### src/rtl/muldiv_pkg.sv
// Shared definitions for the iterative multiply/divide unit: op encodings,
// sequencer states and the default operand width.
package muldiv_pkg;

   localparam int DEFAULT_WIDTH = 32;

   typedef enum logic [1:0] {
      OP_MULT  = 2'b00,
      OP_MULTU = 2'b01,
      OP_DIV   = 2'b10,
      OP_DIVU  = 2'b11
   } op_e;

   typedef enum logic [2:0] {
      ST_IDLE = 3'd0,
      ST_PREP = 3'd1,
      ST_RUN  = 3'd2,
      ST_FIX  = 3'd3,
      ST_DONE = 3'd4
   } state_e;

   function automatic logic op_is_div(input logic [1:0] op);
      return op[1];
   endfunction

   function automatic logic op_is_signed(input logic [1:0] op);
      return ~op[0];
   endfunction

endpackage

### src/rtl/muldiv_step.sv
// One iteration of the shift-add multiplier or restoring divider.
// Multiply: acc = {partial product, remaining multiplier bits}.
// Divide:   acc = {partial remainder, remaining dividend / quotient bits}.
module muldiv_step
   import muldiv_pkg::*;
#(
   parameter int WIDTH = DEFAULT_WIDTH
) (
   input  logic                 div_mode,
   input  logic [2*WIDTH-1:0]   acc,
   input  logic [WIDTH-1:0]     operand,
   output logic [2*WIDTH-1:0]   acc_next,
   output logic                 q_bit
);

   logic [WIDTH:0] sum;
   logic [WIDTH:0] rem_sh;
   logic [WIDTH:0] diff;

   always_comb begin
      sum      = {1'b0, acc[2*WIDTH-1:WIDTH]} + (acc[0] ? {1'b0, operand} : '0);
      rem_sh   = acc[2*WIDTH-1:WIDTH-1];
      diff     = rem_sh - {1'b0, operand};
      q_bit    = 1'b0;
      acc_next = acc;
      if (div_mode) begin
         // Remainder stays below 2*divisor, so bit WIDTH of diff is a clean sign.
         q_bit    = ~diff[WIDTH];
         acc_next = {(diff[WIDTH] ? rem_sh[WIDTH-1:0] : diff[WIDTH-1:0]),
                     acc[WIDTH-2:0], 1'b0};
      end else begin
         acc_next = {sum, acc[WIDTH-1:1]};
      end
   end

endmodule

### src/rtl/muldiv_sequencer.sv
// Iterative MULT/MULTU/DIV/DIVU sequencer with architectural HI/LO registers,
// MTHI/MTLO write port and pipeline stall request.
module muldiv_sequencer
   import muldiv_pkg::*;
#(
   parameter int WIDTH = DEFAULT_WIDTH
) (
   input  logic               clk,
   input  logic               reset,
   input  logic               start,
   input  logic [1:0]         op,
   input  logic [WIDTH-1:0]   rs_val,
   input  logic [WIDTH-1:0]   rt_val,
   input  logic               abort,
   input  logic               mf_read,
   input  logic               mt_hi,
   input  logic               mt_lo,
   input  logic [WIDTH-1:0]   mt_data,
   output logic [WIDTH-1:0]   hi,
   output logic [WIDTH-1:0]   lo,
   output logic               busy,
   output logic               done,
   output logic               div_by_zero,
   output logic               stall_req
);

   localparam int CW = $clog2(WIDTH);

   state_e               state;
   logic [1:0]           op_q;
   logic [WIDTH-1:0]     opnd;
   logic [2*WIDTH-1:0]   acc;
   logic [CW-1:0]        cnt;
   logic                 neg_lo;
   logic                 neg_hi;

   logic [2*WIDTH-1:0]   acc_step;
   logic                 q_bit;

   logic                 is_div;
   logic                 sign_a;
   logic                 sign_b;
   logic [WIDTH-1:0]     a_abs;
   logic [WIDTH-1:0]     b_abs;
   logic [2*WIDTH-1:0]   prod_fix;
   logic [WIDTH-1:0]     fix_hi;
   logic [WIDTH-1:0]     fix_lo;

   muldiv_step #(.WIDTH(WIDTH)) u_step (
      .div_mode (is_div),
      .acc      (acc),
      .operand  (opnd),
      .acc_next (acc_step),
      .q_bit    (q_bit)
   );

   // While latched, acc[WIDTH-1:0] holds rs and opnd holds rt until PREP.
   always_comb begin
      is_div   = op_is_div(op_q);
      sign_a   = op_is_signed(op_q) & acc[WIDTH-1];
      sign_b   = op_is_signed(op_q) & opnd[WIDTH-1];
      a_abs    = sign_a ? -acc[WIDTH-1:0] : acc[WIDTH-1:0];
      b_abs    = sign_b ? -opnd : opnd;
      prod_fix = neg_lo ? -acc : acc;
      if (is_div) begin
         fix_lo = neg_lo ? -acc[WIDTH-1:0] : acc[WIDTH-1:0];
         fix_hi = neg_hi ? -acc[2*WIDTH-1:WIDTH] : acc[2*WIDTH-1:WIDTH];
      end else begin
         fix_lo = prod_fix[WIDTH-1:0];
         fix_hi = prod_fix[2*WIDTH-1:WIDTH];
      end
   end

   always_ff @(posedge clk) begin
      if (reset) begin
         state       <= ST_IDLE;
         op_q        <= 2'b00;
         opnd        <= '0;
         acc         <= '0;
         cnt         <= '0;
         neg_lo      <= 1'b0;
         neg_hi      <= 1'b0;
         hi          <= '0;
         lo          <= '0;
         done        <= 1'b0;
         div_by_zero <= 1'b0;
      end else begin
         done        <= 1'b0;
         div_by_zero <= 1'b0;
         case (state)
            ST_IDLE: begin
               if (start && !abort) begin
                  op_q  <= op;
                  acc   <= {{WIDTH{1'b0}}, rs_val};
                  opnd  <= rt_val;
                  state <= ST_PREP;
               end
            end
            ST_PREP: begin
               if (abort) begin
                  state <= ST_IDLE;
               end else if (is_div && opnd == '0) begin
                  state       <= ST_DONE;
                  done        <= 1'b1;
                  div_by_zero <= 1'b1;
               end else begin
                  // Multiply keeps the multiplier in acc; divide keeps the dividend.
                  opnd   <= is_div ? b_abs : a_abs;
                  acc    <= {{WIDTH{1'b0}}, (is_div ? a_abs : b_abs)};
                  neg_lo <= sign_a ^ sign_b;
                  neg_hi <= is_div ? sign_a : (sign_a ^ sign_b);
                  cnt    <= CW'(WIDTH-1);
                  state  <= ST_RUN;
               end
            end
            ST_RUN: begin
               if (abort) begin
                  state <= ST_IDLE;
               end else begin
                  acc <= acc_step | {{(2*WIDTH-1){1'b0}}, q_bit};
                  if (cnt == '0) state <= ST_FIX;
                  else           cnt   <= cnt - 1'b1;
               end
            end
            ST_FIX: begin
               if (abort) begin
                  state <= ST_IDLE;
               end else begin
                  hi    <= fix_hi;
                  lo    <= fix_lo;
                  done  <= 1'b1;
                  state <= ST_DONE;
               end
            end
            ST_DONE: state <= ST_IDLE;
            default: state <= ST_IDLE;
         endcase
         // HI/LO are free in IDLE/DONE; the case above never writes them there.
         if ((state == ST_IDLE || state == ST_DONE) && mt_hi) hi <= mt_data;
         if ((state == ST_IDLE || state == ST_DONE) && mt_lo) lo <= mt_data;
      end
   end

   assign busy = (state != ST_IDLE);

   // DONE already holds valid HI/LO and accepts MT writes, but cannot take a new op.
   assign stall_req = (busy && state != ST_DONE && (start || mf_read || mt_hi || mt_lo)) ||
                      (state == ST_DONE && start);

endmodule

### config.mk
export PLATFORM = sky130hd
export DESIGN_NAME = muldiv_sequencer
export DESIGN_NICKNAME = d
export VERILOG_FILES = /design/src/rtl/muldiv_pkg.sv /design/src/rtl/muldiv_step.sv /design/src/rtl/muldiv_sequencer.sv
export SDC_FILE = /design/constraint.sdc
export NUM_CORES = 1
export LEC_CHECK = 0
export BUFFER_PORTS_ARGS = -buffer_cell sky130_fd_sc_hd__buf_2
export CAP_MARGIN = 20
export CORE_MARGIN = 8
export CORE_UTILIZATION = 55
export CTS_BUF_LIST = sky130_fd_sc_hd__clkbuf_4 sky130_fd_sc_hd__clkbuf_8 sky130_fd_sc_hd__clkbuf_16
export DETAILED_ROUTE_END_ITERATION = 10
export PLACE_DENSITY = 0.76
export SYNTH_ARGS = -nofsm -noshare
export SYNTH_HDL_FRONTEND = slang
export SYNTH_SLANG_ARGS = --single-unit
### constraint.sdc
create_clock -name clk -period 12.07 [get_ports clk]
set_clock_uncertainty 0.1 [all_clocks]
set_input_delay 0.6035 -clock clk [delete_from_list [all_inputs] [get_ports clk]]
set_output_delay 0.6035 -clock clk [all_outputs]
set_load 0.05 [all_outputs]
==> impl_metrics.toml <==
[outcome]
status = "finished clean"

[global_routing]
grt_pass1_vias = 15339
gr-total-overflow = 0
grt_first_pass_wirelength_microns = 90100
grt_max_degree = 75
antenna_found_initial = 0
grt.total_usage_pct = 34.8

[floorplan]
fp.dieArea_sq_um = 32500
fp.coreArea_sq_um = 26700
die_w_microns = 180
die_y_microns = 180
start_util_pct = 55.5
io_pins = 173
core.rowCount = 60

[synthesis]
synthArstFlopShare_pct = 0
yosysSeqAreaShare_pct = 23.5
syn-num-nets = 2189
ys_types = 80
yosysTopAreaCellShare_pct = 23.5
synth_edf_count = 0
ys_ff_latch = 174
synth_cells = 2013
synth.most_common_cell = "nor2_1"
yosys_warnings = 0
synth_common_cells = "nor2_1, nand2_1, dfxtp_1"
avgSynthCellArea_sq_um = 7.37
synth_top_cell_by_area = "dfxtp_1"
synth_area_leaders = "dfxtp_1, ha_1, nor2_1, a21oi_1, xnor2_1"
ys.flop_type = "dfxtp_1"
netlist_area_sq_um = 14800

[timing]
setup_viol_count_final = 0
rsz0062_at_grt = "no"
relSlewSlack_pct = 29.4
final_hold_viol_count = 0
post-route-period-util_pct = 39.2
max_freq_mhz = 211
period_needed_ns = 4.73
worstMarginPinSlew_ns = 1.06
final_max_slew_viol_count = 0
finalSetupTns_ns = 0

[setup_path]
path_cells = "nor3b_2 > buf_4 > nand2_1 > nor4_1 > a21boi_1 > nand2_1 > and2_1 > buf_4 > a31oi_1 > or3_1 > o41ai_1"
worstPathRequired_ns = 12.32
crit_buf_inv = 2
criticalPathCategory = "reg -> reg"
crit_slowest_cell = "and2_1"
cpPeakStageDelay_ns = 0.57
cp_max_fo = 52
critPathLaunchType = "flop"
path_delay_family = "simple AND/OR/NAND/NOR gates"
endpoint_kind = "flop"
critPathArrivalTime_ns = 4.98

[cells_and_area]
utilization_pct = 61.0
multiInputGateArea_sq_um = 10500
layout.nets = 2236
design_area_sq_um = 16300
syn_to_final_growth_pct = 9.79
layout-drive-gt1-share_pct = 13.7
diodes = 0
fillers = 2528
ff_latch_area_sq_um = 3490

[clocking]
postCtsHoldBufs = 0
cts_made_buffers = 17
cts_tree = "built"
clk_pin_slew_ns = 0.08
cts_max_level = 4
postCtsSetupBuffers = 0
clk-insertion-delay-late_ns = 0.45
clock_sinks = 174
root_buffer = "clkbuf_16"
cts_buffer_depth = 2
ctsResizeCount = 0

[detailed_routing]
routed_via_density = 6.86
drtIter0Drc = 2285
drc = 0
drt_wl_total_microns = 59200
firstDrtPassIters = 7
wire_per_inst_microns = 24.5
drtAntennaViolNets = 0
vias = 16562

[place]
io_buffers = 172
gp_congestion = 1.01
place_hpwl_microns = 44300
placed_cell_area_sq_um = 15700

[power_and_ir_drop]
fin_total_pwr_mw = 1.79
p_leak_nw = 6.69
peakVddDrop_mv = 0.104
p_per_area_nw_per_um2 = 110

[hold_path]
min_path_type = "in -> reg"

[run]
cap_violations = 0
[stage by stage]
step                hold WS [ns]  setup WS [ns]  cells
CTS                        0.288           7.48   2413
detailed placement         0.363           7.50   2381
finish                     0.292           7.34   2414
global route               0.297           7.19   2414
global placement           0.351           7.57   2381
floorplan                  0.340           8.19   2013
[tightest hold or removal path: cells and delay by family]
family,cells,cell delay (ns)
buffers and inverters,1,0.08
multiplexers,1,0.05
AND/OR/NAND/NOR,1,0.08
[kinds of logic (layout without fill, tap and decap cells)]
logic type               Yosys count  after routing  synth area share (%)
AND/OR/NAND/NOR                  636            636                  20.0
adder cells (fa/ha/maj)           71             71                  6.09
flip-flops                       174            174                  23.5
multiplexers                      45             45                  3.24
XOR/XNOR                         164            164                  9.68
AO/OA/AOI/OAI                    697            697                  31.6
buffers and inverters            226            286                  5.93
[cell usage in the layout, fill, tap and decap left out, drive strengths merged, types with 8 or more instances in the layout]
| cell type | count |
|---|---|
| a211oi | 67 |
| a21o | 35 |
| a21oi | 160 |
| a221oi | 37 |
| a222oi | 20 |
| a22oi | 54 |
| a311oi | 15 |
| a31oi | 15 |
| and2 | 11 |
| and3 | 16 |
| buf | 200 |
| clkbuf | 17 |
| clkinv | 9 |
| dfxtp | 174 |
| ha | 69 |
| inv | 59 |
| mux2 | 24 |
| mux2i | 21 |
| nand2 | 186 |
| nand2b | 22 |
| nand3 | 39 |
| nand4 | 12 |
| nor2 | 217 |
| nor3 | 37 |
| nor4 | 16 |
| o211a | 8 |
| o211ai | 27 |
| o21a | 9 |
| o21ai | 142 |
| o22ai | 11 |
| o31ai | 23 |
| o41ai | 8 |
| or2 | 9 |
| or3 | 24 |
| or4 | 17 |
| xnor2 | 91 |
| xor2 | 73 |
[where the power goes]
| group | leakage, nW | switching (mW) | internal (mW) | total (mW) |
|---|---|---|---|---|
| clock network | 0.291 | 0.300 | 0.282 | 0.582 |
| registers | 1.43 | 0.0476 | 0.608 | 0.656 |
| logic | 4.98 | 0.367 | 0.182 | 0.550 |
[cell type report]
class	count	area share, %
clock buffers	17	2.61
clock inverters	15	1.14
inverters	54	1.24
multi-input cells	1613	64.4
flip-flops and latches	174	21.4
well taps	341	2.62
repair buffers	200	6.59
[flip-flops by register name (all words and copies together), names as in the netlist]
name / cells
acc: 64
cnt: 5
div_by_zero: 1
done: 1
hi: 32
lo: 32
neg_hi: 1
neg_lo: 1
op_q: 2
opnd: 32
state: 3
[worst paths after layout]
path              startpoint        to  slack (ns)  cells past startpoint
setup / recovery    state[0]  opnd[29]        7.34                     11
hold / removal         op[0]   op_q[0]        0.29                      3
hold reg to reg     opnd[27]  opnd[27]        0.38                      2
setup reg to reg    state[0]  opnd[29]        7.34                     11
[layer usage]
metal | global-route usage [%] | part of all wire, %
met1 | 43.7 | 39
met2 | 53.7 | 43
met3 | 8.49 | 12
met4 | 20.1 | 5.9
met5 | 0 | 0
No activity file was read; power rests on OpenSTA's default activity.
